===== src/rtl/keypad_scanner.sv =====
// keypad_scanner: scans a ROWS x COLS key matrix by driving one column at a
// time, synchronises the row lines, resolves one candidate key per full scan
// frame, debounces across frames and queues press events in a small FIFO.
// Build option: define KEYPAD_RELEASE_EVT_EN to also queue release events
// (adds the key_release output and one bit per FIFO entry).
module keypad_scanner #(
  parameter int ROWS       = 4,
  parameter int COLS       = 4,
  parameter int SCAN_DIV   = 16,
  parameter int DEBOUNCE   = 3,
  parameter int FIFO_DEPTH = 4,
  localparam int KEY_W     = $clog2(ROWS * COLS),
  localparam int CW        = $clog2(COLS)
) (
  input  logic             clk,
  input  logic             reset,
  input  logic [ROWS-1:0]  rows,
  output logic [COLS-1:0]  cols,
  output logic [CW-1:0]    col_idx,
  output logic [KEY_W-1:0] key_code,
  output logic             key_valid,
  input  logic             key_ready,
  output logic             held,
  output logic [KEY_W-1:0] held_code,
  output logic             multi,
  output logic             overflow,
`ifdef KEYPAD_RELEASE_EVT_EN
  output logic             key_release,
`endif
  input  logic             clr_overflow
);

  localparam int DW = $clog2(SCAN_DIV);
  localparam int PW = $clog2(FIFO_DEPTH);
  localparam int NW = PW + 1;
`ifdef KEYPAD_RELEASE_EVT_EN
  localparam int FW = KEY_W + 1;
`else
  localparam int FW = KEY_W;
`endif

  // scan sequencing
  logic [ROWS-1:0]  r_rows_meta;
  logic [ROWS-1:0]  r_rows_sync;
  logic [DW-1:0]    r_dwell;
  logic [CW-1:0]    r_col_idx;
  logic [COLS-1:0]  r_cols;
  logic             w_scan_tick;
  logic             w_last_col;
  logic             w_frame_end;

  // per-column capture and frame accumulation
  logic             w_col_found;
  logic [KEY_W-1:0] w_col_code;
  logic [3:0]       w_col_hits;
  logic             r_acc_found;
  logic [KEY_W-1:0] r_acc_code;
  logic [1:0]       r_acc_hits;
  logic             w_take_col;
  logic             w_frm_found;
  logic [KEY_W-1:0] w_frm_code;
  logic [3:0]       w_hits_sum;
  logic             w_frm_multi;
  logic [1:0]       w_frm_hits;

  // debounce
  logic             r_prev_found;
  logic [KEY_W-1:0] r_prev_code;
  logic [3:0]       r_stable;
  logic             w_same;
  logic [3:0]       w_stable_next;
  logic             w_differs;
  logic             w_accept;
  logic             r_held;
  logic [KEY_W-1:0] r_held_code;
  logic             r_multi;

  // events and FIFO
  logic             w_push_req;
  logic [FW-1:0]    w_push_data;
  logic [FW-1:0]    r_mem [FIFO_DEPTH];
  logic [PW-1:0]    r_wr_ptr;
  logic [PW-1:0]    r_rd_ptr;
  logic [NW-1:0]    r_count;
  logic             r_key_valid;
  logic [FW-1:0]    r_key_head;
  logic             w_full;
  logic             w_pop;
  logic             w_push_ok;
  logic             w_drop;
  logic [PW-1:0]    w_rd_ptr_next;
  logic [NW-1:0]    w_count_next;
  logic [FW-1:0]    w_head_next;
  logic             r_overflow;

`ifdef KEYPAD_RELEASE_EVT_EN
  logic             r_pend_valid;
  logic [KEY_W-1:0] r_pend_code;
  logic             w_pend_set;
`endif

  assign w_scan_tick = (r_dwell == DW'(SCAN_DIV - 1));
  assign w_last_col  = (r_col_idx == CW'(COLS - 1));
  assign w_frame_end = w_scan_tick && w_last_col;

  // Two-flop row synchroniser plus the dwell counter and column rotation
  always_ff @(posedge clk) begin
    if (reset) begin
      r_rows_meta <= {ROWS{1'b0}};
      r_rows_sync <= {ROWS{1'b0}};
      r_dwell     <= {DW{1'b0}};
      r_col_idx   <= {CW{1'b0}};
      r_cols      <= COLS'(1'b1);
    end else begin
      r_rows_meta <= rows;
      r_rows_sync <= r_rows_meta;
      if (w_scan_tick) begin
        r_dwell   <= {DW{1'b0}};
        r_col_idx <= w_last_col ? {CW{1'b0}} : (r_col_idx + CW'(1'b1));
        r_cols    <= {r_cols[COLS-2:0], r_cols[COLS-1]};
      end else begin
        r_dwell   <= r_dwell + DW'(1'b1);
      end
    end
  end

  // Lowest pressed row in the driven column and the number of rows seen
  always_comb begin
    w_col_found = 1'b0;
    w_col_code  = {KEY_W{1'b0}};
    w_col_hits  = 4'd0;
    for (int i = ROWS - 1; i >= 0; i--) begin
      w_col_found = w_col_found | r_rows_sync[i];
      w_col_code  = r_rows_sync[i] ? (KEY_W'(i * COLS) + KEY_W'(r_col_idx)) : w_col_code;
      w_col_hits  = w_col_hits + {3'b000, r_rows_sync[i]};
    end
  end

  // Merge this column into the frame result and evaluate the debounce rule
  always_comb begin
    w_take_col    = w_col_found && (!r_acc_found || (w_col_code < r_acc_code));
    w_frm_found   = r_acc_found || w_col_found;
    w_frm_code    = w_take_col ? w_col_code : r_acc_code;
    w_hits_sum    = {2'b00, r_acc_hits} + w_col_hits;
    w_frm_multi   = (w_hits_sum >= 4'd2);
    w_frm_hits    = w_frm_multi ? 2'd2 : w_hits_sum[1:0];
    w_same        = (w_frm_found == r_prev_found) &&
                    (!w_frm_found || (w_frm_code == r_prev_code));
    w_stable_next = w_same ? ((r_stable == 4'd15) ? 4'd15 : (r_stable + 4'd1)) : 4'd1;
    w_differs     = (w_frm_found != r_held) || (w_frm_found && (w_frm_code != r_held_code));
    w_accept      = w_frame_end && (w_stable_next >= 4'(DEBOUNCE)) && w_differs;
  end

  // Frame accumulators, previous-frame candidate, stable count and debounced key
  always_ff @(posedge clk) begin
    if (reset) begin
      r_acc_found  <= 1'b0;
      r_acc_code   <= {KEY_W{1'b0}};
      r_acc_hits   <= 2'd0;
      r_prev_found <= 1'b0;
      r_prev_code  <= {KEY_W{1'b0}};
      r_stable     <= 4'd0;
      r_multi      <= 1'b0;
      r_held       <= 1'b0;
      r_held_code  <= {KEY_W{1'b0}};
    end else begin
      if (w_frame_end) begin
        r_acc_found  <= 1'b0;
        r_acc_code   <= {KEY_W{1'b0}};
        r_acc_hits   <= 2'd0;
        r_prev_found <= w_frm_found;
        r_prev_code  <= w_frm_code;
        r_stable     <= w_stable_next;
        r_multi      <= w_frm_multi;
      end else if (w_scan_tick) begin
        r_acc_found  <= w_frm_found;
        r_acc_code   <= w_frm_code;
        r_acc_hits   <= w_frm_hits;
      end
      if (w_accept) begin
        r_held      <= w_frm_found;
        r_held_code <= w_frm_found ? w_frm_code : {KEY_W{1'b0}};
      end
    end
  end

`ifdef KEYPAD_RELEASE_EVT_EN
  // Key change: release of the old key now, press of the new key one cycle later
  always_comb begin
    w_push_req  = 1'b0;
    w_push_data = {FW{1'b0}};
    w_pend_set  = 1'b0;
    if (r_pend_valid) begin
      w_push_req  = 1'b1;
      w_push_data = {1'b0, r_pend_code};
    end else if (w_accept && r_held) begin
      w_push_req  = 1'b1;
      w_push_data = {1'b1, r_held_code};
      w_pend_set  = w_frm_found;
    end else if (w_accept) begin
      w_push_req  = w_frm_found;
      w_push_data = {1'b0, w_frm_code};
    end else begin
      w_push_req  = 1'b0;
    end
  end

  // Holds the press that follows a release by one cycle
  always_ff @(posedge clk) begin
    if (reset) begin
      r_pend_valid <= 1'b0;
      r_pend_code  <= {KEY_W{1'b0}};
    end else begin
      r_pend_valid <= w_pend_set;
      if (w_pend_set) begin
        r_pend_code <= w_frm_code;
      end
    end
  end
`else
  // A newly accepted key is queued as a press; going back to no key queues nothing
  always_comb begin
    w_push_req  = w_accept && w_frm_found;
    w_push_data = w_frm_code;
  end
`endif

  // FIFO push/pop qualification, drop detection and next head value
  always_comb begin
    w_full        = (r_count == NW'(FIFO_DEPTH));
    w_pop         = r_key_valid && key_ready;
    w_push_ok     = w_push_req && (!w_full || w_pop);
    w_drop        = w_push_req && w_full && !w_pop;
    w_rd_ptr_next = w_pop ? (r_rd_ptr + PW'(1'b1)) : r_rd_ptr;
    w_count_next  = r_count + NW'(w_push_ok) - NW'(w_pop);
    if (w_count_next == {NW{1'b0}}) begin
      w_head_next = {FW{1'b0}};
    end else if (w_push_ok && (r_wr_ptr == w_rd_ptr_next)) begin
      w_head_next = w_push_data;
    end else begin
      w_head_next = r_mem[w_rd_ptr_next];
    end
  end

  // FIFO pointers, occupancy and the registered head view
  always_ff @(posedge clk) begin
    if (reset) begin
      r_wr_ptr    <= {PW{1'b0}};
      r_rd_ptr    <= {PW{1'b0}};
      r_count     <= {NW{1'b0}};
      r_key_valid <= 1'b0;
      r_key_head  <= {FW{1'b0}};
    end else begin
      if (w_push_ok) begin
        r_wr_ptr <= r_wr_ptr + PW'(1'b1);
      end
      r_rd_ptr    <= w_rd_ptr_next;
      r_count     <= w_count_next;
      r_key_valid <= (w_count_next != {NW{1'b0}});
      r_key_head  <= w_head_next;
    end
  end

  // FIFO storage; contents are don't-care while the occupancy is zero
  always_ff @(posedge clk) begin
    if (!reset && w_push_ok) begin
      r_mem[r_wr_ptr] <= w_push_data;
    end
  end

  // Sticky overflow; a drop in the same cycle wins over the clear request
  always_ff @(posedge clk) begin
    if (reset) begin
      r_overflow <= 1'b0;
    end else if (w_drop) begin
      r_overflow <= 1'b1;
    end else if (clr_overflow) begin
      r_overflow <= 1'b0;
    end
  end

  assign cols      = r_cols;
  assign col_idx   = r_col_idx;
  assign key_code  = r_key_head[KEY_W-1:0];
  assign key_valid = r_key_valid;
  assign held      = r_held;
  assign held_code = r_held_code;
  assign multi     = r_multi;
  assign overflow  = r_overflow;
`ifdef KEYPAD_RELEASE_EVT_EN
  assign key_release = r_key_head[KEY_W];
`endif

endmodule


===== config.mk =====
export PLATFORM = sky130hd
export DESIGN_NAME = keypad_scanner
export DESIGN_NICKNAME = d
export VERILOG_FILES = /design/src/rtl/keypad_scanner.sv
export SDC_FILE = /design/constraint.sdc
export NUM_CORES = 1
export LEC_CHECK = 0
export BUFFER_PORTS_ARGS = -buffer_cell sky130_fd_sc_hd__buf_2
export CORE_ASPECT_RATIO = 0.75
export CORE_MARGIN = 5
export CORE_UTILIZATION = 35
export CTS_BUF_LIST = sky130_fd_sc_hd__clkbuf_8
export DETAILED_ROUTE_END_ITERATION = 16
export GPL_TIMING_DRIVEN = 0
export PLACE_DENSITY_LB_ADDON = 0.2
export SYNTH_ARGS = -nofsm -noshare
export SYNTH_HDL_FRONTEND = slang
export SYNTH_SLANG_ARGS = --single-unit

===== constraint.sdc =====
create_clock -name clk -period 5.6 [get_ports clk]
set_clock_uncertainty 0.05 [all_clocks]
set_input_delay 0.28 -clock clk [delete_from_list [all_inputs] [get_ports clk]]
set_output_delay 0.28 -clock clk [all_outputs]
set_load 0.05 [all_outputs]

# --- Yosys cells after proc, flatten, opt, wreduce, memory -nomap -nowiden ---
# Memory sizes are Yosys's and may differ from the RTL's. A register that Yosys moved wholly into a read port is not among the register bits.
# Cells that the tools add are included.
# Widths: inputs -> output; s select.
word_totals:
  reg_bits: 49
  mem_count: 1
  inputBits: 8
  ram_bits: 16
op_classes:
  bitwise: 3
  add_sub_neg: 14
  n_reduce_logical: 28
  n_eq_ne: 8
  mux: 15
  magnitude_cmp: 3
memory_table:
  columns: ["name", "words", "word_bits", "read_ports", "rd_ports_with_merged_regs", "wr", "line", "text"]
  rows:
  - ["r_mem", 4, 4, 1, 1, 1, "81", "logic [FW-1:0] r_mem [FIFO_DEPTH];"]
ops:
  columns: ["cell", "count"]
  rows:
  - ["$mux 4", 8]
  - ["$logic_and 1x1->1", 12]
  - ["$add 4x1->4 const B", 2]
  - ["$eq 4x4->1 const B", 2]
  - ["$ge 4x2->1 const B", 2]
  - ["$add 2x1->2 const B", 3]
  - ["$mux 2", 3]
  - ["$reduce_or 2->1", 3]
  - ["$logic_not 1->1", 5]
  - ["$logic_or 1x1->1", 5]
  - ["$add 2x4->4", 1]
  - ["$add 3x1->4", 1]
  - ["$add 3x2->4 const A", 1]
  - ["$add 3x3->4 const A", 1]
  - ["$add 4x2->4 const A", 1]
  - ["$eq 4x4->1", 1]
  - ["$lt 4x4->1", 1]
  - ["$mux 1", 4]
  - ["$ne 4x4->1", 1]
  - ["$add 2x1->3", 1]
  - ["$add 3x1->3", 1]
  - ["$eq 3x3->1 const B", 1]
  - ["$logic_not 3->1", 1]
  - ["$or 1x1->1", 3]
  - ["7 further kinds", 7]

# --- Longest topological paths before layout ---
# Gate-level depths: netlist of the first run.
logic_depth:
  ltp_word: 22
  ltp_mapped: 19

# --- Worst setup path before layout of the first run ---
# Ideal clock, no wire load.
synth_path:
  path_kind: "reg-to-reg"
  from: "register r_rows_sync[3]"
  to: "register r_key_head[2] (netlist: key_code[2]), read port of r_mem"
  setup_ps: 73
  arrival_time_ps: 4191
  stages_incl_launch_ff: 19
  required_time_ps: 5477
  setup_slack_ps: 1287
  period_less_slack_ps: 4313
  cell_sequence: "dfxtp_1 > nor4_4 > and2b_1 > ha_1 > nor3_1 > o21ai_1 > a31oi_1 > nor2b_1 > or4_4 > o221ai_2 > ha_1 > inv_1 > ha_1 > fa_1 > xnor2_1 > xnor2_1 > a21oi_2 > nand2_1 > mux2i_1"
synth_between:
  elab_chain_cells: 21
  word_cells_on_any_way: 31
synth_lines:
  columns: ["item", "line", "text"]
  rows:
  - ["start: declaration", "44", "logic [ROWS-1:0] r_rows_sync;"]
  - ["start signal: assignment", "110", "r_rows_sync <= {ROWS{1'b0}};"]
  - ["start signal: assignment", "116", "r_rows_sync <= r_rows_meta;"]
  - ["$mux 4 (4 in series)", "134", "w_col_code = r_rows_sync[i] ? (KEY_W'(i * COLS) + KEY_W'(r_col_idx)) : w_col_code;"]
  - ["$lt 4x4->1", "141", "w_take_col = w_col_found && (!r_acc_found || (w_col_code < r_acc_code));"]
  - ["$logic_or 1x1->1", "141", null]
  - ["$logic_and 1x1->1", "141", null]
  - ["$mux 4", "143", "w_frm_code = w_take_col ? w_col_code : r_acc_code;"]
  - ["$eq 4x4->1", "148", "(!w_frm_found || (w_frm_code == r_prev_code));"]
  - ["$logic_or 1x1->1", "148", null]
  - ["$logic_and 1x1->1", "147", "w_same = (w_frm_found == r_prev_found) &&"]
  - ["$mux 4", "149", "w_stable_next = w_same ? ((r_stable == 4'd15) ? 4'd15 : (r_stable + 4'd1)) : 4'd1;"]
  - ["$ge 4x2->1", "151", "w_accept = w_frame_end && (w_stable_next >= 4'(DEBOUNCE)) && w_differs;"]
  - ["$logic_and 1x1->1 (2 in series)", "151", null]
  - ["$logic_and 1x1->1 (*)", "223", "w_push_req = w_accept && w_frm_found;"]
  - ["$logic_and 1x1->1 (*)", "232", "w_push_ok = w_push_req && (!w_full || w_pop);"]
  - ["$add 3x1->3 (*)", "235", "w_count_next = r_count + NW'(w_push_ok) - NW'(w_pop);"]
  - ["$sub 3x1->3 (*)", "235", null]
  - ["$logic_not 3->1 (*)", "236", "if (w_count_next == {NW{1'b0}}) begin"]
  - ["$reduce_or 2->1 (no line) (*)", null, null]
  - ["end: declaration", "86", "logic [FW-1:0] r_key_head;"]
# Mark *: on every way between the ends. The rest lies on a longest branch, timed or not.
# A chain may end at the register's enable or synchronous reset.

# --- Worst setup path after layout of the first run ---
layout_path:
  from: "register r_rows_sync[3]"
  to: "register r_key_head[3] (netlist: key_code[3]), read port of r_mem"
# The elaborated chain is that of the path after synthesis.

==> metrics.txt, run 1 <==
Mapped Area=around 3500 um2; Initial Util=between 30% and 40%; global-route wire length before repair=between 10000 and 15000 um; Port Buffers=25; Crit path max-delay family=simple AND/OR/NAND/NOR gates; Primary FF master, synth=dfxtp_1; endpoints failing setup=0; Total Wirelength=about 8400 um; Crit path buffers/inverters=1; Longest Clk Path Bufs=2; Switch Pwr=slightly below 0.0004 W; Detail Route Antenna Nets=0; Max Freq=around 190 MHz; htree depth=3; layout cells sized above 1=roughly 16%; Worst VDD drop=between 0.00015 and 0.0002 V; Hold Vio Cnt, Final=0; Die Area=around 12000 um2; Hold Path Class=in2reg; Worst Hold Path Cells=2; placed insts=slightly above 500; crit path capture type=flop; crit path max-delay cell type=a211oi_1; clock sink total=just under 70; nets=418; Critical Path AT=5420 ps; initial drt markers=roughly 150; leading area contributor after synthesis=dfxtp_1; P_leak=1.59 nW; Max-cap violations=0; Clock Latency Late Sink=roughly 360 ps; largest net degree at the start of global routing=14; Synth area leaders=dfxtp_1, edfxtp_1, ha_1; Layout Cells excl Fill=531; sequential power share=41.9%; GRT Overall Usage=roughly 14%; syn nets=roughly 380; P&R area growth vs syn=15.4%; top cell type's share of synthesized area=30.0%; drt pass-1 iters=5; Startpoint Class=flop; Root Driver=clkbuf_8; register area share after synthesis=about 44%; Post-synth EDFFs=16; worst r2r path cells=18; Antenna diodes=0; Vias=approximately 2700; CTS clk-pin slew, worst paths=80 ps; outcome=completed; Rel. slew slack=a little over two fifths; dpl hpwl=6300 um; CTS tree=done; synthesis-stage register bit count=approximately 70; clock period minus worst slack=5210 ps; syn avg cell area=9.88 um2; clock share of power=between 30% and 40%; Gate power share=between 10% and 20%; Rows=31; cell count after synthesis=about 360; average wire per standard cell=between 15 and 20 um; Worst path depth=18; cell mode on critical path=ha_1; drc violations=0; most common library cells after synthesis=dfxtp_1, nand2_1, nor2_1; Ys Warns=0; DIE WIDTH=roughly 130 um; fin crit share=around 93%; number of antenna violations at the first check in global routing=0; critical path fanouts, max=9; Ports=26; vias per cell=about 5.0; chip height=around 97 um; Cell Chain, Critical Path=nor4_4 > and2b_1 > ha_1 > nor2b_1 > o211ai_1 > a211oi_1 > nor4_1 > nor4_2 > o221ai_2 > ha_1 > inv_1 > ha_1 > fa_1 > xnor2_1 > xnor2_1 > a21oi_2 > nand2_1 > mux2i_1; Placer Congestion=between 0.8 and 0.9; critical path type=reg2reg; power density cells=324 nW/um2; vias in the first global route=approximately 2600; Internal Pwr Total=0.000937 W; async set or reset register ratio after synthesis=0%; top-count cell post-synth=dfxtp_1; grt total ovfl=0; Final Max Tran Viols=0; Crit path required time=around 5800 ps; worst stage delay on the critical path=between 500 and 600 ps; core box area=between 9000 and 10000 um2; Overall Power=~0.0013 W; Worst Max-Slew Pin Slew=about 840 ps; switch share=roughly 29%; number of CTS-inserted buffers=9; Unique masters post-synth=67
## sequential cells by signal, summed over array words and instances, names as in the netlist, 3 cells and up
signal / flops
cols: 4
r_dwell: 4
r_stable: 4
r_acc_code: 4
held_code: 4
r_rows_meta: 4
r_mem: 16
r_rows_sync: 4
r_prev_code: 4
r_count: 3
key_code: 4
## worst paths after layout
path                                                 from  slack [ps]                        end
worst max-delay path            r_rows_sync[3]$_SDFF_PP0_         390     key_code[3]$_SDFF_PP0_
worst min-delay path                              rows[2]          80  r_rows_meta[2]$_SDFF_PP0_
worst max register to register  r_rows_sync[3]$_SDFF_PP0_         390     key_code[3]$_SDFF_PP0_
worst min register to register  r_rows_meta[1]$_SDFF_PP0_         390  r_rows_sync[1]$_SDFF_PP0_
## stage by stage
stage / worst slack, ps / utilization (%) / TNS [ps] / hold slack, ps / area (um2)
after CTS: 303 / 41.7 / 0 / 64.1 / 4080
after floorplan: 1290 / - / 0 / 358 / 3540
after detailed placement: 331 / 39.2 / 0 / 372 / 3830
after global routing: -11.9 / 41.8 / -11.9 / 80.2 / 4080
final: 389 / 41.8 / 0 / 82.0 / 4080
after global placement: 409 / 39.2 / 0 / 371 / 3830
## power groups by stage
stage / clock [W] / combinational (W) / sequential, W
after CTS: 0.000520 / 0.000264 / 0.000555
after detailed placement: 0 / 0.000263 / 0.000566
after global routing: 0.000544 / 0.000288 / 0.000558
after global placement: 0 / 0.000262 / 0.000565
final: 0.000506 / 0.000262 / 0.000554
after floorplan: 0 / 0.000146 / 0.000621
## kinds of logic (layout without fill, tap and decap cells)
kind of cell               after synthesis  in the layout  share of synthesized area (%)
xor gates and xnor gates                17             17                           4.42
adders and majority gates               16             16                           6.51
buffers and inverters                   31             72                           3.85
DFF                                     69             69                           43.6
AOI/OAI and AO/OA                       62             62                           13.3
muxes                                   18             18                           6.93
and+or+nand+nor                        145            145                           21.4
## layout make-up
class                           instances  area [um2]
Sequential cell                        69        1540
Multi-Input combinational cell        258        1870
Clock inverter                          6         111
Fill cell                             981        5690
Tap cell                              132         165
Timing Repair Buffer                   25         125
Buffer                                 13        68.8
Inverter                               18        67.6
Clock buffer                           10         138
## routing by layer
layer	up-vias	share of wire (%)	wire [um]	track usage (%)
li1	1345	-	-	-
met4	0	0.72	61	3.46
met2	45	42	3560	20.2
met3	6	4.0	333	4.67
met5	-	0	0	0
met1	1272	53	4470	21.6
## what timing repair did
| action | 4_1_cts | 5_1_grt |
|---|---|---|
| buffers inserted | 0 | 0 |
| gates resized for setup | 0 | 1 |
| setup endpoints to repair | 0 | 4 |
| hold buffers | 0 | 0 |
## placed cells by master (no fill, tap or decap), types with 4 or more instances in the layout
master    instances
nor2b_1          16
fa_1              4
a211oi_1          5
nand2_1          37
nand3_1          10
xnor2_1          14
clkbuf_1          8
a21oi_1          21
nand2b_1          8
ha_1             12
nor3b_1           5
nor2_1           34
nor3_1           11
edfxtp_1         16
buf_2            27
o211ai_1          4
inv_1            19
mux2i_1          11
dfxtp_1          53
clkbuf_8         11
(Power assumes the default switching activity.)
==> inputs of run 2 (changes only) <==
--- a/config.mk
+++ b/config.mk
@@ -7,8 +7,8 @@
 export LEC_CHECK = 0
 export BUFFER_PORTS_ARGS = -buffer_cell sky130_fd_sc_hd__buf_2
 export CORE_ASPECT_RATIO = 0.75
-export CORE_MARGIN = 5
-export CORE_UTILIZATION = 35
+export CORE_MARGIN = 2
+export CORE_UTILIZATION = 60
 export CTS_BUF_LIST = sky130_fd_sc_hd__clkbuf_8
 export DETAILED_ROUTE_END_ITERATION = 16
 export GPL_TIMING_DRIVEN = 0
==> metrics.txt, run 2 (same netlist as run 1, synthesis figures left out) <==
outcome=completed; placed insts=461 (-10%); number of CTS-inserted buffers=9 (unchanged); global-route wire length before repair=12900 um (-7.9%); critical path startpoint=r_rows_sync[2]$_SDFF_PP0_; GRT Overall Usage=26.3% (+12 points); largest net degree at the start of global routing=13 (-1); htree depth=3 (unchanged); Worst path depth=18 (unchanged); P_leak=1.56 nW (-1.8%); worst hold slack=86.7 ps (+4.63 ps); Layout Cells excl Fill=476 (-10%); Ports=26 (unchanged); Fillers=496 (-49%); Crit path max-delay family=simple AND/OR/NAND/NOR gates; crit path to=key_code[3]$_SDFF_PP0_; dpl hpwl=5770 um (-8.3%); power density cells=306 nW/um2 (-5.5%); Total Wirelength=7840 um (-7.0%); Max-cap violations=0 (unchanged); grt total ovfl=0 (unchanged); Final Max Tran Viols=0 (unchanged); drt pass-1 iters=5 (unchanged); post-route setup TNS=0 ps (unchanged); crit path max-delay cell type=nor3_2; Placer Congestion=0.947 (+9.9%); Port Buffers=25 (unchanged); nets=418 (unchanged); CTS tree=done; Rel. slew slack=45.9% (+2.0 points); Worst VDD drop=0.000278 V (+62%); number of antenna violations at the first check in global routing=0 (unchanged); cell mode on critical path=ha_1; min-delay src=rows[2]; max reg flops=16 (unchanged); Antenna diodes=0 (unchanged); Crit path required time=5810 ps (about the same); multi-input gate area in the final layout=1860 um2 (-0.34%); hold buffers post-CTS=0 (unchanged); Hold Path Class=in2reg; RSZ-0062 raised after global routing=no; Cell Chain, Critical Path=nor4_4 > and2b_1 > ha_1 > nor2b_1 > o211ai_1 > a211oi_1 > nor3_2 > xor2_2 > o221ai_2 > ha_1 > inv_1 > ha_1 > fa_1 > xnor2_1 > xnor2_1 > a21oi_2 > nand2_1 > mux2i_1; P&R area growth vs syn=11.7%; drc violations=0 (unchanged); FF/Latch Area=1540 um2 (unchanged); final design utilization=68.5% (+27 points); largest register by flop count=r_mem; Crit path buffers/inverters=1 (unchanged); Longest Clk Path Bufs=2 (unchanged); crit path capture type=flop; fin crit share=92.3% (-0.79 points); Worst Max-Slew Pin Slew=812 ps (-29.5 ps); RR Startpoint=r_rows_sync[2]$_SDFF_PP0_; Initial Util=61.4% (+25 points); core box area=5770 um2 (-41%); average wire per standard cell=16.5 um (+3.8%); commonest non-fill, non-tap cell in the layout=dfxtp_1; Reg2Reg Capture Point=key_code[3]$_SDFF_PP0_; initial drt markers=175 (+20%); internal reg-to-reg setup slack=430 ps (+40 ps); commonest non-fill, non-tap cells in the layout=dfxtp_1, nand2_1, nor2_1, buf_2, a21oi_1; number of setup buffers added after CTS=0 (unchanged); Detail Route Antenna Nets=0 (unchanged); critical path fanouts, max=9 (unchanged); CTS clk-pin slew, worst paths=70 ps (about the same); Die Area=6530 um2 (-47%); clock period minus worst slack=5170 ps (-44.1 ps); Overall Power=0.00121 W (-8.6%); Max Freq=194 MHz (+0.85%); worst r2r path cells=18 (unchanged); Startpoint Class=flop; critical path type=reg2reg; chip height=70.5 um (-27%); Hold Vio Cnt, Final=0 (unchanged); Critical Path AT=5380 ps (-40 ps); vias per cell=5.84 (+16%); clock sink total=69 (unchanged); Rows=24 (-23%); vias in the first global route=2506 (-2.9%); layout cells sized above 1=15.3% (-0.21 points); DIE WIDTH=92.7 um (-27%); CTS resizes=0 (unchanged); Clock Latency Late Sink=350 ps (about the same); Vias=2782 (+4.3%); worst stage delay on the critical path=610 ps (+80 ps); Worst Hold Path Cells=2 (unchanged); endpoints failing setup=0 (unchanged); Root Driver=clkbuf_8
-- run 2: cell types whose count changed in the layout (fill, tap and decap cells not counted), sizes merged --
cell / delta
bufinv: -2
clkinvlp: +1
-- run 2: power breakdown --
part	switching, W	total, W	internal, W
logic	0.000170	0.000259	0.0000889
clock network	0.000182	0.000395	0.000213
registers	0.0000155	0.000554	0.000539
-- run 2: stage by stage --
stage	instance area [um2]	setup WS (ps)
after global placement	3760	625
after CTS	3950	416
final	3950	433
after floorplan	3540	1290
after detailed placement	3760	463
after global routing	3950	20.7
-- run 2: worst min-delay path by stage --
stage	to
CTS	r_rows_meta[2]$_SDFF_PP0_
detailed placement	r_rows_sync[1]$_SDFF_PP0_
global route	r_rows_meta[2]$_SDFF_PP0_
floorplan	r_rows_meta[0]$_SDFF_PP0_
global placement	r_rows_sync[2]$_SDFF_PP0_
finish	r_rows_meta[2]$_SDFF_PP0_
-- run 2: routing by layer --
layer	part of all wire [%]	track usage (%)	vias to the layer above
li1	-	-	1345
met1	49	39.3	1342
met2	43	37.6	88
met3	7.4	7.55	7
met4	1.1	7.68	0
met5	0	0	-
-- run 2: layout make-up --
type / count / share of cell area [%]
clock buffer: 10 / 3.48
clock inverter: 5 / 1.33
buffer: 13 / 1.74
inverter: 18 / 1.71
multi-input combinational: 258 / 47.1
timing repair buffer: 25 / 3.17
tap: 78 / 2.47
sequential: 69 / 39.0
